**src/rtl/uart_pkt_pkg.sv**
```systemverilog
// Shared constants for the UART command packetizer: FSM state encodings,
// the default frame start marker and the length/index width helper.
package uart_pkt_pkg;

    localparam logic [7:0] SYNC_BYTE = 8'hA5;

    localparam logic [2:0] ST_HUNT    = 3'd0;
    localparam logic [2:0] ST_LEN     = 3'd1;
    localparam logic [2:0] ST_PAYLOAD = 3'd2;
    localparam logic [2:0] ST_CHECK   = 3'd3;
    localparam logic [2:0] ST_DRAIN   = 3'd4;

    // Bits needed to hold a length value in 0..max_len.
    function automatic int len_width(input int max_len);
        return $clog2(max_len + 1);
    endfunction

endpackage

```
**src/rtl/uart_pkt_buf.sv**
```systemverilog
// Payload buffer: DEPTH x WIDTH register file with one synchronous write
// port and one asynchronous read port.
module uart_pkt_buf #(
    parameter int DEPTH  = 16,
    parameter int WIDTH  = 8,
    parameter int ADDR_W = (DEPTH > 1) ? $clog2(DEPTH) : 1
) (
    input  logic              clock_i,
    input  logic              we_i,
    input  logic [ADDR_W-1:0] waddr_i,
    input  logic [WIDTH-1:0]  wdata_i,
    input  logic [ADDR_W-1:0] raddr_i,
    output logic [WIDTH-1:0]  rdata_o
);

    logic [WIDTH-1:0] mem_q [DEPTH];

    // NOTE: storage is deliberately not reset; every entry is written before
    // it is read, and a reset would turn the array into plain flops.
    always_ff @(posedge clock_i) begin
        if (we_i) begin
            mem_q[waddr_i] <= wdata_i;
        end
    end

    assign rdata_o = mem_q[raddr_i];

endmodule

```
**src/rtl/uart_rx_packetizer.sv**
```systemverilog
// Frames the UART receiver byte stream into SYNC/LEN/payload/CHK packets,
// validates them and drains the payload on a valid/ready stream.
module uart_rx_packetizer
    import uart_pkt_pkg::*;
#(
    parameter int               WIDTH        = 8,
    parameter int               MAX_LEN      = 16,
    parameter int               CLK_FREQ     = 50_000_000,
    parameter int               BAUD_RATE    = 115_200,
    parameter int               TIMEOUT_CLKS = (CLK_FREQ / BAUD_RATE) * 20,
    parameter logic [WIDTH-1:0] SYNC         = WIDTH'(SYNC_BYTE)
) (
    input  logic                            clock_i,
    input  logic                            reset_i,
    input  logic [WIDTH-1:0]                rx_data_i,
    input  logic                            rx_valid_i,
    output logic [WIDTH-1:0]                pkt_data_o,
    output logic                            pkt_valid_o,
    output logic                            pkt_last_o,
    input  logic                            pkt_ready_i,
    output logic [len_width(MAX_LEN)-1:0]   pkt_len_o,
    output logic                            busy_o,
    output logic                            err_chk_o,
    output logic                            err_len_o,
    output logic                            err_timeout_o,
    output logic                            err_overrun_o
);

    localparam int LEN_W  = len_width(MAX_LEN);
    localparam int ADDR_W = (MAX_LEN > 1) ? $clog2(MAX_LEN) : 1;
    localparam int TO_W   = $clog2(TIMEOUT_CLKS + 1);

    logic [2:0]       state_q, state_d;
    logic [LEN_W-1:0] len_q, len_d;
    logic [LEN_W-1:0] idx_q, idx_d;
    logic [WIDTH-1:0] chk_q, chk_d;
    logic [TO_W-1:0]  to_cnt_q, to_cnt_d;
    logic             err_chk_q, err_chk_d;
    logic             err_len_q, err_len_d;
    logic             err_timeout_q, err_timeout_d;
    logic             err_overrun_q, err_overrun_d;

    logic             buf_we;
    logic [WIDTH-1:0] buf_rdata;
    logic             timed;
    logic             expired;
    logic             at_last;
    logic             len_ok;

    uart_pkt_buf #(
        .DEPTH  (MAX_LEN),
        .WIDTH  (WIDTH),
        .ADDR_W (ADDR_W)
    ) u_buf (
        .clock_i (clock_i),
        .we_i    (buf_we),
        .waddr_i (idx_q[ADDR_W-1:0]),
        .wdata_i (rx_data_i),
        .raddr_i (idx_q[ADDR_W-1:0]),
        .rdata_o (buf_rdata)
    );

    assign timed   = (state_q == ST_LEN) || (state_q == ST_PAYLOAD) || (state_q == ST_CHECK);
    // A byte arriving in the expiry cycle wins over the timeout.
    assign expired = !rx_valid_i && (to_cnt_q == TO_W'(TIMEOUT_CLKS - 1));
    assign at_last = (idx_q == len_q - LEN_W'(1));
    assign len_ok  = (rx_data_i != '0) && (int'(rx_data_i) <= MAX_LEN);

    // NOTE: every variable gets a default at the top of the block so that no
    // path through the case statement can leave it unassigned and infer a latch.
    always_comb begin
        state_d       = state_q;
        len_d         = len_q;
        idx_d         = idx_q;
        chk_d         = chk_q;
        to_cnt_d      = '0;
        err_chk_d     = 1'b0;
        err_len_d     = 1'b0;
        err_timeout_d = 1'b0;
        err_overrun_d = 1'b0;
        buf_we        = 1'b0;

        if (timed && !rx_valid_i) begin
            to_cnt_d = to_cnt_q + TO_W'(1);
        end

        case (state_q)
            ST_HUNT: begin
                if (rx_valid_i && rx_data_i == SYNC) begin
                    state_d = ST_LEN;
                end
            end
            ST_LEN: begin
                if (rx_valid_i) begin
                    if (len_ok) begin
                        len_d   = LEN_W'(rx_data_i);
                        chk_d   = rx_data_i;
                        idx_d   = '0;
                        state_d = ST_PAYLOAD;
                    end else begin
                        err_len_d = 1'b1;
                        state_d   = ST_HUNT;
                    end
                end else if (expired) begin
                    err_timeout_d = 1'b1;
                    state_d       = ST_HUNT;
                end
            end
            ST_PAYLOAD: begin
                if (rx_valid_i) begin
                    buf_we = 1'b1;
                    chk_d  = chk_q ^ rx_data_i;
                    if (at_last) begin
                        state_d = ST_CHECK;
                    end else begin
                        idx_d = idx_q + LEN_W'(1);
                    end
                end else if (expired) begin
                    err_timeout_d = 1'b1;
                    state_d       = ST_HUNT;
                end
            end
            ST_CHECK: begin
                if (rx_valid_i) begin
                    if (rx_data_i == chk_q) begin
                        idx_d   = '0;
                        state_d = ST_DRAIN;
                    end else begin
                        err_chk_d = 1'b1;
                        state_d   = ST_HUNT;
                    end
                end else if (expired) begin
                    err_timeout_d = 1'b1;
                    state_d       = ST_HUNT;
                end
            end
            ST_DRAIN: begin
                // No backpressure upstream: bytes arriving now are lost.
                if (rx_valid_i) begin
                    err_overrun_d = 1'b1;
                end
                if (pkt_ready_i) begin
                    if (at_last) begin
                        state_d = ST_HUNT;
                    end else begin
                        idx_d = idx_q + LEN_W'(1);
                    end
                end
            end
            default: begin
                state_d = ST_HUNT;
            end
        endcase
    end

    // NOTE: sequential state uses non-blocking assignments so every register
    // samples the pre-edge values regardless of statement order.
    always_ff @(posedge clock_i) begin
        if (reset_i) begin
            state_q       <= ST_HUNT;
            len_q         <= '0;
            idx_q         <= '0;
            chk_q         <= '0;
            to_cnt_q      <= '0;
            err_chk_q     <= 1'b0;
            err_len_q     <= 1'b0;
            err_timeout_q <= 1'b0;
            err_overrun_q <= 1'b0;
        end else begin
            state_q       <= state_d;
            len_q         <= len_d;
            idx_q         <= idx_d;
            chk_q         <= chk_d;
            to_cnt_q      <= to_cnt_d;
            err_chk_q     <= err_chk_d;
            err_len_q     <= err_len_d;
            err_timeout_q <= err_timeout_d;
            err_overrun_q <= err_overrun_d;
        end
    end

    assign pkt_valid_o   = (state_q == ST_DRAIN);
    assign pkt_data_o    = pkt_valid_o ? buf_rdata : '0;
    assign pkt_last_o    = pkt_valid_o && at_last;
    assign pkt_len_o     = pkt_valid_o ? len_q : '0;
    assign busy_o        = (state_q != ST_HUNT);
    assign err_chk_o     = err_chk_q;
    assign err_len_o     = err_len_q;
    assign err_timeout_o = err_timeout_q;
    assign err_overrun_o = err_overrun_q;

endmodule
```
**config.mk**
```make
export PLATFORM = sky130hd
export DESIGN_NAME = uart_rx_packetizer
export DESIGN_NICKNAME = d
export VERILOG_FILES = /design/src/rtl/uart_pkt_pkg.sv /design/src/rtl/uart_pkt_buf.sv /design/src/rtl/uart_rx_packetizer.sv
export SDC_FILE = /design/constraint.sdc
export NUM_CORES = 1
export LEC_CHECK = 0
export CAP_MARGIN = 20
export CORE_ASPECT_RATIO = 1.1
export CORE_MARGIN = 3
export CORE_UTILIZATION = 30
export CTS_BUF_LIST = sky130_fd_sc_hd__clkbuf_8
export CTS_CLUSTER_SIZE = 20
export DETAILED_ROUTE_END_ITERATION = 10
export GPL_TIMING_DRIVEN = 0
export HOLD_SLACK_MARGIN = 0.02
export SLEW_MARGIN = 20
export SYNTH_ARGS = -nofsm -noshare
export SYNTH_HDL_FRONTEND = slang
export SYNTH_HIERARCHICAL = 1
export SYNTH_SLANG_ARGS = --single-unit
export TNS_END_PERCENT = 10
```
**constraint.sdc**
```tcl
create_clock -name clock_i -period 2.6 [get_ports clock_i]
set_clock_uncertainty 0.2 [all_clocks]
set_input_delay 0.52 -clock clock_i [delete_from_list [all_inputs] [get_ports clock_i]]
set_output_delay 0.52 -clock clock_i [all_outputs]
set_load 0.03 [all_outputs]
```
==> results of run 1 <==
layer usage:
layer | part of all wire | vias up | track usage
li1 | - | 2006 | -
met5 | 0.00077 | - | 0
met2 | 0.52 | 122 | 0.229
met1 | 0.41 | 2280 | 0.160
met4 | 0.015 | 2 | 0.0422
met3 | 0.053 | 22 | 0.0355
how the worst max path moves through the flow:
stage                           from           endpoint
after detailed placement    idx_q[0]      pkt_data_o[3]
after global routing        idx_q[0]      pkt_data_o[2]
final                       idx_q[0]      pkt_data_o[2]
after global placement    rx_valid_i  u_buf/mem_q[0][3]
after CTS                   idx_q[0]      pkt_data_o[6]
after floorplan           state_q[0]  u_buf/mem_q[0][0]
flip-flops by register name (all words and copies together), names as in the netlist:
register / flops
u_buf/mem_q: 128
to_cnt_q: 14
chk_q: 8
idx_q: 5
len_q: 5
state_q: 3
err_chk_o: 1
err_len_o: 1
err_overrun_o: 1
err_timeout_o: 1
placed cells by master (no fill, tap or decap), drive strengths merged, types with 3 or more instances in the layout:
cell type      Yosys  routed
nand2             35      35
o32ai              5       5
clkbuf             9      29
clkinv             0       4
clkdlybuf4s25      3       3
xor2              20      20
nor3b              3       3
inv               12      20
dlygate4sd2        0       7
and2               3       3
clkdlybuf4s50      0       7
a32o               3       3
nor2b              3       3
nor4b              3       3
a31oi              3       3
mux2i             11      11
xnor2              7       7
nor3              10      10
nand3             11      11
and3              19      19
nor2              46      46
buf               13      34
a21oi              3       3
nand4              3       3
mux4              32      32
a22oi             18      18
dfxtp             39      39
o21ai              8       8
o21a               5       5
ha                 3       3
edfxtp           128     128
nor4               6       6
power by group:
part,switching (mW),internal [mW]
registers,0.000248,2.86
logic,0.0759,0.0249
clock network,1.03,0.898
worst register-to-register path: stages, from the launching register on:
cell	delay, ns
dfxtp_1	0.35
buf_2	0.20
inv_1	0.20
nand2_1	0.18
nor2_4	0.22
nand3_1	0.23
nor3_2	0.67
per-stage QoR:
step	TNS, ns	hold slack [ns]
floorplan	-0.404	0.230
global placement	-119.28	0.245
detailed placement	-113.43	0.258
CTS	-5.36	0.280
global route	-7.90	0.325
finish	-2.97	0.278
cell type report:
type	instances	area share
plain buffers	25	0.0258
clock buffers	17	0.0269
clock inverters	15	0.0212
inverters	12	0.00519
multi-input cells	284	0.298
flip-flops and latches	167	0.535
well taps	300	0.0432
repair buffers	40	0.0452
cell families after synthesis:
group,count (synthesis)
buffers and inverters,37
multiplexers,45
AND/OR/NAND/NOR,151
flip-flops,167
XOR/XNOR,27
AO/OA/AOI/OAI,58
adder cells (fa/ha/maj),3
timing repair:
action,4_1_cts,5_1_grt
pin swaps,15,7
endpoints found under the setup margin,164,159
gates resized for setup,156,37
buffers inserted,7,1
gates cloned,2,0
==> results.yml, run 1 <==
outcome:
  status: "finished with violations"
  violations: "negative setup slack"
critical_path:
  crit_type: "reg2out"
  cp.depth: 7
  path_cells: "buf_12, buf_12, mux4_2, a22oi_2, nand2_1, and3_1, buf_6"
  slowest_delay_ns: 0.52
  required_ns: 1.88
  r2r-start: "state_q[2]"
  slowest_stage: "mux4_2"
  cp_max_fo: 7
  arrival_ns: 2.28
  startpoint_type: "flop"
  critPathCaptureType: "primary output"
  cpMostUsedCell: "buf_12"
  worstRegToRegCells: 6
  path_buf_inv: 3
  timing.rr.end: "u_buf/mem_q[12][1]"
  r2r_slack_ns: 0
  cp_top_family: "multiplexers"
global_routing:
  grt_pass1_vias: 4579
  grt_antenna_before_repair: 1
  grt_pass1_wl_um: 26200
  grt_util_all_layers: 0.132
  grt_max_degree: 24
  grt_overflow: 0
cells_and_area:
  multi_input_area_sq_um: 2590
  n_antenna_cell: 0
  drive_gt1_frac: 0.286
  stdcell_count: 860
  final_nets: 562
  final-seq-area_sq_um: 4640
  syn_to_final_growth_pct: 20.1
  finalInstanceArea_sq_um: 8680
  final_util: 0.373
  fillers: 2140
sta:
  slew-limit-headroom: 0.363
  drv_slew: 0
  worst_slew_pin_slew_ns: 0.956
  rsz0062_at_grt: "true"
  fin_crit_sh: 1.15
  setup_viol: 12
  final-hold-violation-count: 0
  worst_slack_ns: -0.395
  max_freq_mhz: 334
  min_period_ns: 3.00
logic_synthesis:
  synth-warning-count: 6
  synthMuxAreaShare: 0.126
  synth-main-ff-cell: "edfxtp_1"
  synthSimpleGateAreaFrac: 0.104
  synth_cell_types: 58
  avgSynthCellArea_sq_um: 14.8
  yosys-top-cells-area: "edfxtp_1 (53%), dfxtp_1 (11%), mux4_2 (5.6%)"
  ys_ff_latch: 167
  synthAdderAreaFrac: 0.00519
  netlist_area_sq_um: 7230
  synth_top_cells_by_count: "edfxtp_1 (128), nor2_1 (45), dfxtp_1 (39), nand2_1 (35), xor2_1 (20)"
  synth_edf_count: 128
  synth_xor_area_frac: 0.0327
  synth_compound_area_frac: 0.0642
  syn-num-nets: 503
  synth.top_cell.area_share: 0.531
  yosysTopAreaCell: "edfxtp_1"
  synth_top_family_by_area: "multiplexers"
  synthArstFlopShare: 0
  synth.most_common_cell: "edfxtp_1"
  yosysSeqAreaShare: 0.639
  syn-instance-count: 488
clock_network:
  h-tree-depth: 4
  ctsRootBufferMaster: "clkbuf_8"
  clk_pin_slew_ns: 0.09
  cts_made_buffers: 17
  cts_hold_buffers: 0
  cts_tree: "done"
  cts_sinks: 167
  worst_skew_pair.late_latency_ns: 0.46
  clockBufferDepth: 2
min_path:
  min_path_cells: 1
  hp-class: "reg2reg"
  hp-start: "to_cnt_q[0]"
  hold_end: "to_cnt_q[0]"
placed_design:
  pre_cts_ws_ns: -1.04
  dpl.hpwl_um: 10900
  dp_cells: 819
  port_buffers: 31
  dpl_cell_area_sq_um: 7940
  routabilityCongestion: 0.822
die:
  initial_utilization: 0.310
  pin_count: 32
  die_w_um: 154
  die_h_um: 169
  dieArea_sq_um: 26000
  coreArea_sq_um: 23300
  rows: 58
detailed_routing:
  routed_via_density: 5.15
  wl_um: 16900
  drc: 0
  first_pass_iters: 5
  wl_per_cell_um: 19.6
  vias: 4432
  drt_iter0_drc: 307
  ant_nets: 0
power:
  powerDensity_nw_per_um2: 563
  power.total_mw: 4.89
  ir_worst_vdd_v: 0.000324
  p_leak_nw: 2.79
job:
  cap_violations: 0
No activity file was read; power rests on OpenSTA's default activity.
==> run 2: changes to the inputs <==
Settings changed: GPL_TIMING_DRIVEN 0 to default.
==> run 2 against run 1 <==
  * The run still ends with negative setup slack left
  * Global-route usage is 0.36 points higher
  * Clock-buffer cell count unchanged
  * Non-clock buffer count is 48 higher
  * Cell area rose by 2.4%
  * Worst setup slack better by 0.056 ns
  * Hold slack worse by 0.010 ns
  * Via count rose by 3.0%
  * Sequential share of layout area down 1.3 points
  * Register-to-register slack improved by 0.19 ns
  * Critical path type unchanged
  * Critical endpoint is now pkt_data_o[4]
  * Highest routed layer is now met4
==> results.yml, run 2 (synthesis results as in run 1) <==
outcome:
  status: "finished with violations"
  violations: "negative setup slack"
die:
  dieArea_sq_um: 26000
  coreArea_sq_um: 23300
  pin_count: 32
  rows: 58
  die_w_um: 154
  initial_utilization: 0.310
  die_h_um: 169
critical_path:
  crit_type: "reg2out"
  slowest_delay_ns: 0.50
  r2r_slack_ns: 0.19
  cp.depth: 7
  required_ns: 1.88
  r2r-start: "state_q[1]"
  startpoint_type: "flop"
  critPathCaptureType: "primary output"
  path_buf_inv: 3
  timing.rr.end: "u_buf/mem_q[0][3]"
  cp_top_family: "multiplexers"
  worstRegToRegCells: 6
  path_cells: "buf_12, buf_8, mux4_2, a22oi_2, nand2_2, and3_1, buf_6"
  arrival_ns: 2.22
  cp_max_fo: 8
  slowest_stage: "mux4_2"
clock_network:
  h-tree-depth: 4
  ctsRootBufferMaster: "clkbuf_8"
  cts_sinks: 167
  worst_skew_pair.late_latency_ns: 0.45
  cts_tree: "done"
  clk_pin_slew_ns: 0.08
  clockBufferDepth: 2
  cts_made_buffers: 17
global_routing:
  grt_pass1_vias: 4836
  grt_overflow: 0
  grt_max_degree: 20
  grt_util_all_layers: 0.135
  grt_pass1_wl_um: 26900
  grt_antenna_before_repair: 0
cells_and_area:
  final_nets: 610
  fillers: 2148
  n_antenna_cell: 0
  drive_gt1_frac: 0.314
  syn_to_final_growth_pct: 22.9
  layout_commonest_cell: "edfxtp_1"
  finalInstanceArea_sq_um: 8890
  largest_register_ff_count: 128
  layout_common_cells: "edfxtp_1 (128), buf_4 (80), nor2_1 (45), nand2_1 (33), dfxtp_1 (33)"
  top_register: "u_buf/mem_q"
  top_regs: "u_buf/mem_q (128), to_cnt_q (14), chk_q (8)"
sta:
  drv_slew: 0
  worst_slew_pin_slew_ns: 0.479
  worst_slack_ns: -0.339
  max_freq_mhz: 340
  slew-limit-headroom: 0.680
  final-hold-violation-count: 0
  rsz0062_at_grt: "true"
  min_period_ns: 2.94
  fin_crit_sh: 1.13
  setup_viol: 9
detailed_routing:
  routed_via_density: 5.03
  wl_per_cell_um: 18.5
  drc: 0
  wl_um: 16800
  first_pass_iters: 7
  drt_iter0_drc: 414
  ant_nets: 0
  vias: 4565
power:
  ir_worst_vdd_v: 0.000300
  power.switching_mw: 1.03
  powerDensity_nw_per_um2: 529
  sequentialPowerShare: 0.608
  clockPowerShare: 0.363
  swShare: 0.219
  combPwrFrac: 0.028
  intPower_mw: 3.67
  power.total_mw: 4.70
  p_leak_nw: 3.00
min_path:
  min_path_cells: 1
  hp-class: "reg2reg"
  hp-start: "to_cnt_q[0]"
  hold_end: "to_cnt_q[0]"
placed_design:
  pre_cts_ws_ns: -0.309
  dpl.hpwl_um: 11900
  port_buffers: 31
  dpl_cell_area_sq_um: 8330
  routabilityCongestion: 0.836
job:
  cap_violations: 0
==> run 2: worst max path at each step <==
stage | start | endpoint | slack (ns)
2_1_floorplan | state_q[0] | u_buf/mem_q[0][0] | -0.05
3_3_place_gp | rx_data_i[5] | len_q[3] | -0.28
3_5_place_dp | rx_data_i[3] | state_q[2] | -0.31
4_1_cts | idx_q[0] | pkt_data_o[6] | -0.41
5_1_grt | idx_q[0] | pkt_last_o | -0.50
6_report | idx_q[0] | pkt_data_o[4] | -0.34
==> run 2: repair_timing <==
| item | in CTS | in global routing |
|---|---|---|
| gates resized for setup | 60 | 17 |
| buffers inserted | 4 | 1 |
| pin swaps | 8 | 5 |
| endpoints found under the setup margin | 10 | 10 |
| hold buffers | 0 | 0 |
==> run 2: layout make-up <==
type / count / area, sq um / share of cell area
Multi-Input combinational cell: 284 / 2480 / 0.279
Clock inverter: 15 / 125 / 0.0141
Tap cell: 300 / 375 / 0.0422
Sequential cell: 167 / 4640 / 0.522
Timing Repair Buffer: 113 / 988 / 0.111
Clock buffer: 17 / 234 / 0.0263
Inverter: 12 / 45.0 / 0.00507
==> run 2: routing by layer <==
layer,vias to the layer above,GRT usage,part of all wire
met5,-,0,0
met1,2328,0.174,0.43
li1,2103,-,-
met2,118,0.225,0.51
met3,16,0.0320,0.043
met4,0,0.0480,0.015
==> run 2: power by group through the flow <==
| stage | clock [mW] | sequential [mW] | combinational [mW] |
|---|---|---|---|
| floorplan | 0 | 2.93 | 0.0283 |
| global placement | 0 | 2.92 | 0.130 |
| detailed placement | 0 | 2.92 | 0.134 |
| CTS | 1.76 | 2.86 | 0.135 |
| global route | 1.91 | 2.86 | 0.146 |
| finish | 1.71 | 2.86 | 0.134 |
==> run 2: per-stage QoR <==
| stage | util | TNS [ns] | hold WS [ns] | cells |
|---|---|---|---|---|
| 2_1_floorplan | - | -0.404 | 0.230 | 488 |
| 3_3_place_gp | 0.358 | -5.83 | 0.242 | 871 |
| 3_5_place_dp | 0.358 | -7.64 | 0.250 | 871 |
| 4_1_cts | 0.379 | -3.39 | 0.270 | 907 |
| 5_1_grt | 0.382 | -4.02 | 0.284 | 908 |
| 6_report | 0.382 | -2.82 | 0.267 | 908 |
==> run 3: changes to the inputs <==
Settings changed: CTS_CLUSTER_SIZE 20 to 30.
==> results of run 3 <==
No change in the layout: final DEF, timing and power equal those of run 2.
